### src/rtl/entity_table.sv
// Entity record store with a one-slot-per-cycle motion sweep, spawn allocation and delete.
// Optional feature macro: ENTITY_TABLE_LIFETIME_EN (aux field becomes a self-expiring lifetime counter).
module entity_table #(
    parameter int NUM_SLOTS   = 8,
    parameter int ENTITY_SIZE = 34,
    parameter int SCREEN_W    = 320,
    parameter int SCREEN_H    = 240
) (
    input  logic                               clk,
    input  logic                               reset_n,
    input  logic                               move_tick,
    input  logic                               spawn_valid,
    output logic                               spawn_ready,
    input  logic [ENTITY_SIZE-1:0]             spawn_data,
    output logic [$clog2(NUM_SLOTS)-1:0]       spawn_idx,
    input  logic                               delete_valid,
    input  logic [$clog2(NUM_SLOTS)-1:0]       delete_idx,
    output logic [NUM_SLOTS*ENTITY_SIZE-1:0]   entities,
    output logic [$clog2(NUM_SLOTS):0]         active_count,
    output logic                               full,
    output logic                               busy,
    output logic                               sweep_done,
    output logic                               overrun
);
    localparam int IDX_W = $clog2(NUM_SLOTS);
    localparam int CNT_W = IDX_W + 1;

    typedef enum logic {IDLE, SWEEP} state_t;

    state_t                 state_q, state_d;
    logic [IDX_W-1:0]       sweep_idx_q, sweep_idx_d;
    logic                   pending_q, pending_d;
    logic                   overrun_q, overrun_d;
    logic                   sweep_done_q, sweep_done_d;
    logic [ENTITY_SIZE-1:0] slot_q [NUM_SLOTS];
    logic [ENTITY_SIZE-1:0] slot_d [NUM_SLOTS];
    logic [ENTITY_SIZE-1:0] swept;
    logic [ENTITY_SIZE-1:0] moved;
    logic                   spawn_fire;
    logic                   last_slot;

    // Positions are unsigned 10-bit, velocities signed 3-bit; one wrap correction only.
    function automatic logic [9:0] wrap_axis(input logic [9:0] pos,
                                             input logic [2:0] vel,
                                             input logic signed [10:0] modulus);
        logic signed [10:0] sum;
        sum = $signed({1'b0, pos}) + $signed({{8{vel[2]}}, vel});
        if (sum < 0)
            return 10'(sum + modulus);
        else if (sum >= modulus)
            return 10'(sum - modulus);
        else
            return 10'(sum);
    endfunction

    always_comb begin
        active_count = '0;
        for (int i = 0; i < NUM_SLOTS; i++)
            active_count = active_count + CNT_W'(slot_q[i][33]);
    end

    always_comb begin
        spawn_idx = '0;
        for (int i = NUM_SLOTS - 1; i >= 0; i--)
            if (!slot_q[i][33])
                spawn_idx = IDX_W'(i);
    end

    assign full        = (active_count == CNT_W'(NUM_SLOTS));
    assign spawn_ready = (state_q == IDLE) && !full;
    assign spawn_fire  = spawn_valid && spawn_ready;
    assign busy        = (state_q == SWEEP);
    assign sweep_done  = sweep_done_q;
    assign overrun     = overrun_q;
    assign last_slot   = (sweep_idx_q == IDX_W'(NUM_SLOTS - 1));

    always_comb begin
        swept = slot_q[sweep_idx_q];
        moved = swept;
        moved[15:6]  = wrap_axis(swept[15:6],  swept[2:0], 11'(SCREEN_W));
        moved[25:16] = wrap_axis(swept[25:16], swept[5:3], 11'(SCREEN_H));
`ifdef ENTITY_TABLE_LIFETIME_EN
        if (swept[29:26] == 4'd1)
            moved = '0;
        else if (swept[29:26] != 4'd0)
            moved[29:26] = swept[29:26] - 4'd1;
`endif
    end

    // Priority per slot: spawn, then sweep update, then delete (delete always wins).
    always_comb begin
        for (int i = 0; i < NUM_SLOTS; i++) begin
            slot_d[i] = slot_q[i];
            if (spawn_fire && spawn_idx == IDX_W'(i))
                slot_d[i] = spawn_data | {1'b1, {(ENTITY_SIZE-1){1'b0}}};
            if (state_q == SWEEP && sweep_idx_q == IDX_W'(i) && slot_q[i][33])
                slot_d[i] = moved;
            if (delete_valid && delete_idx == IDX_W'(i) && slot_q[i][33])
                slot_d[i] = '0;
        end
    end

    always_comb begin
        state_d      = state_q;
        sweep_idx_d  = sweep_idx_q;
        pending_d    = pending_q;
        overrun_d    = overrun_q;
        sweep_done_d = 1'b0;
        case (state_q)
            IDLE: begin
                if (move_tick || pending_q) begin
                    state_d     = SWEEP;
                    sweep_idx_d = '0;
                    pending_d   = move_tick && pending_q;
                end
            end
            SWEEP: begin
                sweep_idx_d = sweep_idx_q + IDX_W'(1);
                if (move_tick) begin
                    if (pending_q)
                        overrun_d = 1'b1;
                    else
                        pending_d = 1'b1;
                end
                // A pending tick restarts the sweep without an idle cycle.
                if (last_slot) begin
                    sweep_done_d = 1'b1;
                    sweep_idx_d  = '0;
                    if (pending_q)
                        pending_d = 1'b0;
                    else
                        state_d = IDLE;
                end
            end
            default: state_d = IDLE;
        endcase
    end

    always_ff @(posedge clk or posedge reset_n) begin
        if (reset_n) begin
            state_q      <= IDLE;
            sweep_idx_q  <= '0;
            pending_q    <= 1'b0;
            overrun_q    <= 1'b0;
            sweep_done_q <= 1'b0;
            for (int i = 0; i < NUM_SLOTS; i++)
                slot_q[i] <= '0;
        end else begin
            state_q      <= state_d;
            sweep_idx_q  <= sweep_idx_d;
            pending_q    <= pending_d;
            overrun_q    <= overrun_d;
            sweep_done_q <= sweep_done_d;
            for (int i = 0; i < NUM_SLOTS; i++)
                slot_q[i] <= slot_d[i];
        end
    end

    for (genvar g = 0; g < NUM_SLOTS; g++) begin : g_flat
        assign entities[g*ENTITY_SIZE +: ENTITY_SIZE] = slot_q[g];
    end
endmodule

### config.mk
export PLATFORM = sky130hd
export DESIGN_NAME = entity_table
export DESIGN_NICKNAME = d
export VERILOG_FILES = /design/src/rtl/entity_table.sv
export SDC_FILE = /design/constraint.sdc
export NUM_CORES = 1
export LEC_CHECK = 0
export ABC_AREA = 1
export BUFFER_PORTS_ARGS = -buffer_cell sky130_fd_sc_hd__buf_2
export CORE_MARGIN = 2
export CORE_UTILIZATION = 47
export CTS_CLUSTER_SIZE = 24
export DETAILED_ROUTE_END_ITERATION = 12
export GPL_ROUTABILITY_DRIVEN = 0
export HOLD_SLACK_MARGIN = 0.15
export PLACE_DENSITY_LB_ADDON = 0.1
export SYNTH_ARGS = -nofsm -noshare
export SYNTH_HDL_FRONTEND = slang
export SYNTH_SLANG_ARGS = --single-unit
### constraint.sdc
create_clock -name clk -period 11.3 [get_ports clk]
set_clock_uncertainty 0.2 [all_clocks]
set_input_delay 1.695 -clock clk [delete_from_list [all_inputs] [get_ports clk]]
set_output_delay 1.695 -clock clk [all_outputs]
set_load 0.005 [all_outputs]
**Word level (Yosys, flattened, before mapping)**

Cells that the tools add are included.

- Output and inout port bits: 284
- Register bits: 279
- Input port bits: 42
- Word-level logic and storage cells: 167

- Reduce and logical (&&, ||, !) cells: 57
- Eq/ne operators: 23
- Add/sub/neg operators: 14
- $lt $le $gt $ge: 5
- Bitwise logic cells: 2
- Muxes and demuxes: 53

Operators with widths:

| cell | number |
|---|---|
| $mux W34 | 26 |
| $bmux W34 S3 | 1 |
| $logic_and A1 B1 Y1 | 43 |
| $mux W10 | 4 |
| $eq A3 B3 Y1 const B | 12 |
| $mux W3 | 10 |
| $reduce_bool A3 Y1 | 8 |
| $add A11 B3 Y11 | 2 |
| $lt A11 B1 Y1 const B | 2 |
| $eq A3 B2 Y1 const B | 6 |
| $add A4 B1 Y4 | 4 |
| $ge A11 B10 Y1 const B | 1 |
| $ge A11 B9 Y1 const B | 1 |
| $add A10 B10 Y10 const B | 1 |
| $add A10 B9 Y10 const B | 1 |
| $sub A10 B10 Y10 const B | 1 |
| $sub A10 B9 Y10 const B | 1 |
| $eq A3 B1 Y1 const B | 3 |
| $logic_not A3 Y1 | 3 |
| $mux W1 | 9 |
| $pmux W3 S2 | 1 |
| $add A3 B1 Y4 | 1 |
| $eq A4 B4 Y1 const B | 1 |
| $ge A4 B4 Y1 const B | 1 |
| other kinds (10) | 11 |

**Longest topological paths before layout**

Gate-level depths: netlist of the first run.

- Depth in word-level cells: 15
- Depth in mapped cells: 30
- Mapped depth without buffers: 27

**Least setup slack after synthesis of the first run**

Ideal clock, no wire load.

- Path kind: register to output
- From: register slot_q, in the netlist entities[33]
- To: output spawn_ready
- Data required time: 9.405 ns
- Buffers on the path: 0
- Stages on the path, launching flop included: 12
- Arrival time: 3.088 ns
- Setup slack: 6.317 ns
- Cells stage by stage: dfrtp_1 > fa_1 > inv_1 > fa_1 > fa_1 > inv_1 > ha_1 > fa_1 > nor2_1 > nand4_1 > inv_1 > nor2_1

- Longest elaborated chain between the ends: 10

Ends and longest elaborated chain:

| element | line | source |
|---|---|---|
| start: declaration | 35 | `logic [ENTITY_SIZE-1:0] slot_q [NUM_SLOTS];` |
| start signal: indexed assignment | 155 | `slot_q[i] <= slot_d[i];` |
| $add A1 B1 Y2 | 59 | `active_count = active_count + CNT_W'(slot_q[i][33]);` |
| $add A2 B1 Y3 | 59 |  |
| $add A3 B1 Y4 | 59 |  |
| $add A4 B1 Y4 (4 in a row) | 59 |  |
| net active_count[1] | 19 | `output logic [$clog2(NUM_SLOTS):0] active_count,` |
| $eq A4 B4 Y1 | 69 | `assign full = (active_count == CNT_W'(NUM_SLOTS));` |
| net full | 20 | `output logic full,` |
| $logic_not A1 Y1 | 70 | `assign spawn_ready = (state_q == IDLE) && !full;` |
| $logic_and A1 B1 Y1 | 70 |  |
| end: declaration | 13 | `output logic spawn_ready,` |

The timed path passes the listed nets, and every way through them passes these cells.

**Worst setup path after layout of the first run**

- From: register slot_q, in the netlist entities[33]
- To: register slot_q, in the netlist entities[14]

- Longest elaborated chain between the ends: 13
- Elaborated cells on any way between the ends: 19
- Classes of those cells: add/sub (7); eq/ne (1); mux (3); reduce/logical (8)

Ends and longest elaborated chain:

| element | line | source |
|---|---|---|
| $add A1 B1 Y2 | 59 |  |
| $add A2 B1 Y3 | 59 |  |
| $add A3 B1 Y4 | 59 |  |
| $add A4 B1 Y4 (4 in a row) | 59 |  |
| $eq A4 B4 Y1 | 69 |  |
| $logic_not A1 Y1 | 70 |  |
| $logic_and A1 B1 Y1 | 70 |  |
| $logic_and A1 B1 Y1 | 71 | `assign spawn_fire = spawn_valid && spawn_ready;` |
| $logic_and A1 B1 Y1 | 94 | `if (spawn_fire && spawn_idx == IDX_W'(i))` |
| $reduce_bool A3 Y1 (no line) | -- |  |

Parallel ways exist; a longest one is shown, timed or not.
A chain may end at the register's enable or synchronous reset.

==> results.toml, run 1 <==
[outcome]
status = "complete, no violations"

[clocking]
clk_latency_ps = 520
cts.sink_count = 279
cts-htree-levels = 2
ctsHoldBuffers = 0
cts-buffers-inserted = 34
path_clk_slew_ps = 60
cts_root_buf = "clkbuf_16"
clockBufferDepth = 3
ctsResizeCount = 0
cts_tree = "yes"
cts_setup_buffers = 0

[run]
drv_cap = 0

[grt]
antenna_found_initial = 1
grt_overflow_total = 0
grt_max_degree = 82
grt_pass1_wl_mm = 115
grtUsageTotal = 0.397
grt_pass1_vias = 18600

[cells_and_area]
drive_above_1_share = 0.177
fin_cells = 3182
stdcell_area_um2 = 20400
area_delta_synth_final_pct = 17.3
fin_nets = 2775
multi_input_area_um2 = 8980
register_area_um2 = 6990
n_fill_cell = 3590

[synthesis]
syn_nets = 2525
synth_cells = 2443
ys_warn_count = 0
netlist-cell-type-count = 52
synth_ff_type = "dfrtp_1"
syn_area_um2 = 17400
yosysSeqAreaShare = 0.401
post_synth.cell_area_avg_um2 = 7.13
synth_seq_cells = 279
synthArstFlopShare = 1.00
synth_edf_count = 0

[die]
start_util = 0.477
pin_count = 326
dieHeight_um = 196
rows = 70
core_area_um2 = 36500
die_area_um2 = 38600
die_w_um = 196

[sta]
final.setup.tns_ps = 0
setup_viol = 0
finalMaxSlewViolations = 0
period_share = 0.560
max_slew_margin = 0.205
finalCriticalPeriod_ps = 6330
rsz0062_at_grt = "false"
worst_pin_slew_ps = 1180
whs_ps = 271
fmax_mhz = 158
finalHoldViolations = 0

[setup_path]
crit_fanout = 25
critical_path_required_ps = 11470
crit_chain = "fa_1 -> inv_1 -> fa_1 -> fa_1 -> inv_1 -> ha_1 -> fa_1 -> nor2_1 -> nand4_1 -> inv_1 -> nor2_1 -> nand2_1 -> nor2_1 -> nand2_1 -> nand2_2 -> inv_1 -> buf_4 -> nand2_1 -> o31ai_1 -> o21bai_1"
cp.arrival_ps = 6490
cpMaxStageDelayCell = "nand2_2"
cp-end-kind = "flop"
slowest_delay_ps = 730
path_class = "flop to flop"
startpoint_type = "flop"

[route]
viasPerCell = 6.20
wl_mm = 77.9
post_drt_wl_per_cell_um = 24.5
ant_nets = 0
drt_iter0_drc = 2430
dr.pass1.iters = 6
vias = 19700
drc = 0

[placement]
postPlaceCellArea_um2 = 19300
placedCellCount = 3125
io_buffers = 324
dp_hpwl_mm = 51.8

[min_path]
min_path_type = "flop to flop"
stage by stage:
step | util | setup slack [ps]
2_1_floorplan | - | 1710
3_3_place_gp | 0.529 | 5170
3_5_place_dp | 0.529 | 5110
4_1_cts | 0.559 | 5110
5_1_grt | 0.559 | 4790
6_report | 0.559 | 4970
cells by family after synthesis:
kind of cell	Yosys count	share of synthesized area
and+or+nand+nor	966	0.228
adders and majority gates	40	0.0313
AOI/OAI and AO/OA	768	0.247
buffers and inverters	379	0.0847
xor gates and xnor gates	9	0.00712
DFF	279	0.401
muxes	2	0.00115
layout make-up:
cell class / instances / area share
Inverter: 235 / 0.0437
Tap cell: 468 / 0.0287
Clock inverter: 2 / 0.000613
Clock buffer: 52 / 0.0525
Timing Repair Buffer: 358 / 0.0919
Sequential cell: 279 / 0.342
Multi-Input combinational cell: 1785 / 0.440
Antenna cell: 3 / 0.000368
synth_stat cells (all sizes together), types with 8 or more instances:
library cell	n	area [um2]
a21oi	162	815
a221oi	13	114
a31oi	24	150
a32o	9	90.1
a32oi	10	87.6
buf	42	208
clkbuf	102	384
dfrtp	279	6980
ha	34	425
inv	229	860
nand2	655	2490
nand3	122	641
nor2	152	596
nor3	23	140
o2111ai	8	70.1
o211ai	41	308
o21ai	423	2130
o22ai	45	282
o31ai	13	97.6
xor2	8	115
final timing paths:
kind | startpoint | end | slack (ps) | cells after the start
setup / recovery | entities[33]$_DFFE_PP0P_ | entities[14]$_DFFE_PP0P_ | 4970 | 20
min in group asynchronous | reset_n | entities[167]$_DFFE_PP0P_ | 1040 | 2
setup reg to reg | entities[33]$_DFFE_PP0P_ | entities[14]$_DFFE_PP0P_ | 4970 | 20
hold reg to reg | overrun$_DFFE_PP0P_ | overrun$_DFFE_PP0P_ | 270 | 1
max in group asynchronous | reset_n | entities[89]$_DFFE_PP0P_ | 7550 | 4
hold / removal | overrun$_DFFE_PP0P_ | overrun$_DFFE_PP0P_ | 270 | 1
per-layer routing:
metal,part of all wire,wire (um),vias to the layer above,global-route usage
met3,0.13,10100,283,0.0873
met1,0.38,29600,9249,0.529
met2,0.43,33500,1468,0.603
li1,-,-,8729,-
met5,0,0,-,0
met4,0.059,4630,0,0.214
critical path, delay by kind of cell, from the launching register on:
kind | cells | cell delay, ps
fa+ha+maj | 5 | 2260
simple gates | 8 | 1940
buf+inv | 5 | 1020
flops | 1 | 490
compound gates | 2 | 240
cell usage in the layout (no fill, tap or decap), types with 8 or more instances in the layout:
cell type,instances
nand2_1,642
o21ai_0,389
buf_2,324
dfrtp_1,277
inv_1,208
a21oi_1,161
nor2_1,144
nand3_1,116
o22ai_1,45
o211ai_1,41
clkbuf_16,37
ha_1,34
buf_4,34
o21ai_1,31
a31oi_1,24
inv_2,19
nor3_1,13
nand2_2,13
a221oi_1,13
o31ai_1,13
nor3_2,10
a32oi_1,10
a32o_1,9
clkbuf_8,9
o2111ai_1,8
sequential cells by signal, summed over array words and instances, names as in the netlist:
register and cells:
busy 1, entities 272, sweep_done 1, overrun 1
pending_q 1, sweep_idx_q 3
Power of run 1 is not shown: default switching activity piles up to over one toggle a cycle in this logic, so the estimate is an artifact.
==> run 2: changes to the inputs <==
clock period = 6.5 ns   (was 11.3 ns; I/O delays follow)
==> run 2 against run 1 <==
Net effect: routed wire length is 1.2% higher; maximum frequency rose by 11%; first-iteration DRC count increased by 5.9%.
==> results.toml, run 2 (same netlist as run 1, synthesis figures left out) <==
[sta]
fmax_mhz = 175
final.setup.tns_ps = 0
worst_pin_slew_ps = 1280
period_share = 0.878
finalMaxSlewViolations = 0
finalHoldViolations = 0
finalCriticalPeriod_ps = 5700
setup_viol = 0
rsz0062_at_grt = "false"
max_slew_margin = 0.143
fin_ws_ps = 796

[cells_and_area]
multi_input_area_um2 = 8990
mostFrequentLayoutCell = "nand2_1"
final_cell_mix = "642 x nand2_1, 389 x o21ai_0, 324 x buf_2"
register_area_um2 = 6990
post-route-util = 0.564
area_delta_synth_final_pct = 18.4
drive_above_1_share = 0.184
fin_nets = 2798
largest_register_ffs = 272
n_fill_cell = 3592

[clocking]
cts-htree-levels = 2
path_clk_slew_ps = 60
cts.sink_count = 279
cts_tree = "yes"
clk_latency_ps = 530
cts-buffers-inserted = 35
ctsHoldBuffers = 0
cts_root_buf = "clkbuf_16"
cts_setup_buffers = 0
ctsResizeCount = 0
clockBufferDepth = 3

[setup_path]
cp.arrival_ps = 5870
critical_path_required_ps = 6660
cp-end-kind = "flop"
path_class = "flop to flop"
reg2reg_from = "entities[33]$_DFFE_PP0P_"
crit_fanout = 11
reg2reg_depth = 22
cp-startpoint = "entities[33]$_DFFE_PP0P_"
startpoint_type = "flop"

[grt]
grt_pass1_vias = 18500
grtUsageTotal = 0.400
antenna_found_initial = 2
grt_overflow_total = 0
grt_max_degree = 94
grt_pass1_wl_mm = 116

[route]
post_drt_wl_per_cell_um = 24.6
drc = 0
vias = 19800
drt_iter0_drc = 2573
dr.pass1.iters = 6
viasPerCell = 6.16
wl_mm = 78.8
ant_nets = 0

[min_path]
hold_depth = 1
hold_start = "overrun$_DFFE_PP0P_"
min_path_type = "flop to flop"

[placement]
dp_hpwl_mm = 53.4
io_buffers = 324
pre_cts_slack_ps = 952

[die]
die_area_um2 = 38600
dieHeight_um = 196
core_area_um2 = 36500
pin_count = 326
die_w_um = 196
rows = 70
start_util = 0.477

[outcome]
status = "complete, no violations"

[run]
drv_cap = 0
[run 2: changes by cell type in the layout (fill, tap and decap cells not counted), moves of 2 or more]
cell,delta
clkbuf_8,-2
buf_12,+2
clkbuf_16,-2
clkinv_2,+4
clkbuf_1,+4
buf_4,+20
[run 2: critical path: stages (launching register included)]
cell,delay (ps)
dfrtp_1,470
fa_1,560
inv_1,50
fa_1,460
fa_1,510
inv_1,50
ha_1,210
fa_1,550
nor2_1,50
nand4_1,80
inv_1,70
nor2_1,160
nand2_1,90
nor2_1,240
inv_2,100
nor2_2,120
inv_2,120
nand2_1,80
buf_4,230
clkinv_1,560
buf_4,430
nand2_1,70
o21ai_1,70
[run 2: stage by stage]
| stage | area, um2 | std cells | hold WS, ps |
|---|---|---|---|
| 2_1_floorplan | 17400 | 2443 | 266 |
| 3_3_place_gp | 19500 | 3147 | 250 |
| 3_5_place_dp | 19500 | 3147 | 262 |
| 4_1_cts | 20600 | 3207 | 277 |
| 5_1_grt | 20600 | 3208 | 289 |
| 6_report | 20600 | 3211 | 273 |
[run 2: cell type report]
| type | instances | area share |
|---|---|---|
| Multi-Input combinational cell | 1785 | 0.436 |
| Sequential cell | 279 | 0.339 |
| Timing Repair Buffer | 380 | 0.100 |
| Clock buffer | 52 | 0.0490 |
| Inverter | 235 | 0.0431 |
| Tap cell | 468 | 0.0284 |
| Clock inverter | 8 | 0.00352 |
| Antenna cell | 4 | 0.000486 |
[run 2: path summary, 6_finish.rpt]
check                                                  end  slack [ps]
worst max-delay path              entities[96]$_DFFE_PP0P_         800
worst min-delay path                   overrun$_DFFE_PP0P_         270
worst max register to register    entities[96]$_DFFE_PP0P_         800
worst min register to register         overrun$_DFFE_PP0P_         270
max in group asynchronous       sweep_idx_q[0]$_DFFE_PP0P_        4300
min in group asynchronous        entities[201]$_DFFE_PP0P_         450
[run 2: metal layers]
layer  wire [um]  up-vias  GRT usage
met3       10300      283     0.0910
met5           0        -          0
met2       34000     1438      0.610
li1            -     8771          -
met1       30200     9295      0.539
met4        4250        0      0.191
Power of run 2 is left out for the same reason.
